### src/rtl/multicast_fork.sv
// rtl/multicast_fork.sv - one-to-N masked stream fork with input FIFO and eager per-output completion
module multicast_fork #(
    parameter int WIDTH   = 4,
    parameter int N       = 4,
    parameter int DEPTH   = 2,
    parameter int MASK_EN = 1
) (
    input  logic               clk,
    input  logic               rst_n,
    input  logic               l_valid,
    output logic               l_ready,
    input  logic [WIDTH-1:0]   l_data,
    input  logic [N-1:0]       l_mask,
    output logic [N-1:0]       r_valid,
    input  logic [N-1:0]       r_ready,
    output logic [N*WIDTH-1:0] r_data,
    output logic               busy,
    output logic               zero_drop
);
    localparam int PW = $clog2(DEPTH);
    localparam int CW = PW + 1;
    localparam logic [CW-1:0] FULL = CW'(DEPTH);
    localparam logic [CW-1:0] ONE  = CW'(1);

    logic [WIDTH-1:0] data_mem [DEPTH];
    logic [N-1:0]     mask_mem [DEPTH];
    logic [PW-1:0]    rd_ptr;
    logic [PW-1:0]    wr_ptr;
    logic [PW-1:0]    rd_next;
    logic [CW-1:0]    count;
    logic [N-1:0]     pending;
    logic [N-1:0]     em;
    logic [N-1:0]     fire;
    logic             nonempty;
    logic             xfer;
    logic             push;
    logic             pop;

    assign em       = (MASK_EN != 0) ? l_mask : '1;
    assign nonempty = (count != '0);
    assign l_ready  = rst_n & (count != FULL);
    assign xfer     = l_valid & l_ready;
    assign push     = xfer & (em != '0);
    assign r_valid  = pending & {N{nonempty}};
    assign fire     = r_valid & r_ready;
    // Head retires once every output it still owes has fired, including this cycle's fires.
    assign pop      = nonempty & ((pending & ~fire) == '0);
    assign rd_next  = rd_ptr + 1'b1;
    assign busy     = nonempty;

    always_comb begin
        r_data = {N{data_mem[rd_ptr]}};
    end

    always_ff @(posedge clk) begin
        if (push) begin
            data_mem[wr_ptr] <= l_data;
            mask_mem[wr_ptr] <= em;
        end
    end

    always_ff @(posedge clk or negedge rst_n) begin
        if (!rst_n) begin
            count     <= '0;
            rd_ptr    <= '0;
            wr_ptr    <= '0;
            pending   <= '0;
            zero_drop <= 1'b0;
        end else begin
            zero_drop <= xfer & (em == '0);
            if (push) begin
                wr_ptr <= wr_ptr + 1'b1;
            end
            if (pop) begin
                rd_ptr <= rd_next;
            end
            case ({push, pop})
                2'b10:   count <= count + ONE;
                2'b01:   count <= count - ONE;
                default: count <= count;
            endcase
            // With one entry left, a simultaneous push becomes the new head directly.
            if (pop) begin
                if (count > ONE) begin
                    pending <= mask_mem[rd_next];
                end else if (push) begin
                    pending <= em;
                end else begin
                    pending <= '0;
                end
            end else if (!nonempty && push) begin
                pending <= em;
            end else begin
                pending <= pending & ~fire;
            end
        end
    end
endmodule
### config.mk
export PLATFORM = sky130hd
export DESIGN_NAME = multicast_fork
export DESIGN_NICKNAME = d
export VERILOG_FILES = /design/src/rtl/multicast_fork.sv
export SDC_FILE = /design/constraint.sdc
export NUM_CORES = 1
export LEC_CHECK = 0
export ABC_AREA = 0
export BUFFER_PORTS_ARGS = -buffer_cell sky130_fd_sc_hd__clkbuf_2
export CAP_MARGIN = 0
export CELL_PAD_IN_SITES_DETAIL_PLACEMENT = 2
export CELL_PAD_IN_SITES_GLOBAL_PLACEMENT = 2
export CORE_MARGIN = 1.5
export CORE_UTILIZATION = 30
export CTS_BUF_LIST = sky130_fd_sc_hd__clkbuf_4
export DETAILED_ROUTE_END_ITERATION = 16
export MAX_ROUTING_LAYER = met4
export PLACE_DENSITY = 0.73
export SETUP_SLACK_MARGIN = 0.15
export SYNTH_ARGS = -nofsm -noshare
export SYNTH_HDL_FRONTEND = slang
export SYNTH_SLANG_ARGS = --single-unit
### constraint.sdc
create_clock -name clk -period 1.88 [get_ports clk]
set_input_delay 0.376 -clock clk [delete_from_list [all_inputs] [get_ports clk]]
set_output_delay 0.376 -clock clk [all_outputs]
set_load 0.02 [all_outputs]
==> reports/results.txt <==
Run status -> complete, no violations
CP Launch Type -> flop
Die X -> 68.2 um
WHS -> 0.260 ns
Peak supply drop -> 0.000596 V
# clock sinks -> 25
TritonCTS clock tree -> done
Syn Inst Count -> 99
Longest Clk Path Bufs -> 2
Placed Cells -> 177
Worst reg-to-reg path cell count -> 6
DRC violation count after routing -> 0
Clk pwr share -> 9.1%
Ant. Diodes -> 0
Max stage delay on crit path -> 0.41 ns
CP Buf/Inv Count -> 3
Leakage power total -> 0.718 nW
Hold depth -> 1
CP arrival -> 1.34 ns
Syn Area/Cell -> 12.9 sq um
CTS root buf -> clkbuf_4
Share of layout cells above drive strength 1 -> 57.7%
Initial DRC count -> 14
Fin cells -> 187
Via count -> 887
GRT Total Usage -> 13.6%
Period minus WS final -> 1.72 ns
Data required, critical path -> 1.50 ns
Final-report max-slew violation count -> 0
Setup tns final -> 0 ns
Buffers added on ports -> 37
Period Utilization, post-route -> 91.3%
Psw -> 1.10 mW
Crit-path leading delay family -> flip-flops
Maxcap violations -> 0
WS Path Type -> reg2out
Gpl congestion -> 0.730
HP Class -> in2reg
Worst skew pair latency -> 0.30 ns
Logic pwr share -> 59.7%
Initial antenna violation count -> 0
Fin. Hold Viols -> 0
CTS clk-pin slew, worst paths -> 0.13 ns
Power Density -> 1620 nW/um^2
Sequential cell area fraction in the yosys report -> 55.4%
Initial core utilization -> 31.6%
RSZ-0062 raised after global routing -> true
WP depth -> 5
Sequential Area -> 707 sq um
Crit end category -> output port
Worst rel slew slack -> 69.2%
Yosys reg bits -> 25
WL/cell -> 15.5 um
Fill cells -> 434
# rows -> 23
Gr ovfl total -> 0
Area Overhead vs Synth -> 30.7%
H-Tree Depth -> 1
First-pass GRT wire length -> 4610 um
Sw Share -> 41.0%
First-pass iteration count of the detailed router -> 4
CP cell instances -> inv_2 > ha_4 > buf_6 > nor2_2 > clkbuf_8
Die height -> 68.2 um
Die area -> 4650 sq um
Core ar. -> 4030 sq um
Detail Route Antenna Nets -> 0
Vias/cell -> 4.74
Post-Synthesis Net Count -> 118
Largest net degree at the start of global routing -> 14
Max Fclk -> 0.583 GHz
Vias in the first global route -> 985
Worst Clk Skew -> 0.00656 ns
I/O pins -> 38
Crit path max-delay cell type -> dfrtp_1
Worst-margin pin slew -> 0.461 ns
Synth Cell Area -> 1270 sq um
Multi-input logic area -> 510 sq um
Synth cell types -> 30
Layout Nets -> 157
Flop pwr share -> 31.2%
CTS buffer count -> 3
Final setup viols -> 0
Final WL -> 2900 um
Synth Warn # -> 0
Internal -> 1.59 mW
DP HPWL -> 2210 um
Critical Path Fanout Max -> 5
cell type report:
| cell class | count | share of cell area, % |
|---|---|---|
| timing repair buffer | 49 | 19.8 |
| clock buffer | 4 | 1.80 |
| sequential | 25 | 42.4 |
| multi-input combinational | 53 | 30.7 |
| inverter | 6 | 1.58 |
| tap | 50 | 3.76 |
cells by family (layout without fill, tap and decap cells):
logic type	Yosys count	count (layout)	synth area share [%]
simple gates	21	21	10.9
compound gates	16	16	9.23
flops	25	25	55.4
fa+ha+maj	4	4	3.93
buf+inv	21	59	11.1
mux	8	8	6.68
xor+xnor	4	4	2.75
layer usage:
metal  global-route usage (%)  vias to the layer above  share of wire, %
met5                        -                        -                 0
met4                    0.750                        0                 0
met3                     2.63                        0               6.0
met2                     25.6                       34                52
met1                     15.7                      437                42
li1                         -                      416                 -
through the flow:
step / power [mW] / util, % / worst slack (ns) / area (sq um)
2_1_floorplan: 1.82 / - / 0.172 / 1270
3_3_place_gp: 2.05 / 35.9 / 0.178 / 1450
3_5_place_dp: 2.11 / 35.9 / 0.108 / 1450
4_1_cts: 2.53 / 38.9 / 0.124 / 1570
5_1_grt: 2.91 / 41.3 / 0.0898 / 1670
6_report: 2.69 / 41.3 / 0.163 / 1670
power by group through the flow:
stage	clock [mW]	combinational (mW)	sequential, mW
2_1_floorplan	0	1.02	0.791
3_3_place_gp	0	1.21	0.831
3_5_place_dp	0	1.27	0.844
4_1_cts	0.253	1.45	0.821
5_1_grt	0.274	1.77	0.862
6_report	0.244	1.61	0.840
cells in the mapped netlist:
| master | instances | share of area, % |
|---|---|---|
| buf_4 | 12 | 7.1 |
| clkbuf_8 | 1 | 1.1 |
| or2b_2 | 2 | 1.4 |
| nor2_1 | 6 | 1.8 |
| a21oi_1 | 1 | 0.39 |
| and3_2 | 1 | 0.59 |
| and2b_2 | 1 | 0.69 |
| nand2b_1 | 1 | 0.49 |
| ha_1 | 4 | 3.9 |
| nand2_1 | 1 | 0.29 |
| and2_2 | 2 | 1.2 |
| a221oi_2 | 1 | 1.2 |
| o21a_1 | 1 | 0.59 |
| a221oi_1 | 3 | 2.1 |
| o22ai_1 | 4 | 2.0 |
| mux2_2 | 4 | 3.5 |
| buf_2 | 1 | 0.39 |
| o21ai_0 | 1 | 0.39 |
| nand2_4 | 1 | 0.88 |
| or4_4 | 1 | 0.88 |
| a31oi_1 | 4 | 2.0 |
| o2111ai_1 | 1 | 0.69 |
| edfxtp_1 | 16 | 38 |
| dfrtp_1 | 9 | 18 |
| nor2b_1 | 4 | 2.0 |
| inv_1 | 6 | 1.8 |
| mux2i_1 | 4 | 3.1 |
| and3b_2 | 1 | 0.79 |
| clkdlybuf4s25_2 | 1 | 0.79 |
| xnor2_1 | 4 | 2.8 |
sequential cells by signal, indices dropped and copies added, names as in the netlist:
signal     cells
data_mem       8
wr_ptr         1
mask_mem       8
zero_drop      1
pending        4
rd_ptr         1
count          2
final timing paths:
check	startpoint	endpoint	slack, ns
max	count[1]$_DFFE_PN0P_	r_valid[0]	0.16
min	l_data[2]	data_mem[0][2]$_DFFE_PP_	0.26
max reg2reg	count[1]$_DFFE_PN0P_	pending[2]$_DFF_PN0_	0.20
min reg2reg	wr_ptr$_DFFE_PN0N_	wr_ptr$_DFFE_PN0N_	0.59
max in group asynchronous	rst_n	rd_ptr$_DFFE_PN0N_	0.89
min in group asynchronous	rst_n	count[0]$_DFFE_PN0P_	0.65
repair_timing:
action / 4_1_cts / 5_1_grt
hold endpoints to repair: 9 / 0
endpoints found under the setup margin: 31 / 42
resized for setup: 13 / 25
setup buffers: 4 / 1
pin swaps: 0 / 3
hold buffers: 1 / 0
placed cells by master (no fill, tap or decap), types with 8 or more instances in the layout:
master	count
buf_4	10
dfrtp_1	8
edfxtp_1	16
clkbuf_2	31
No activity file was read; power rests on OpenSTA's default activity.
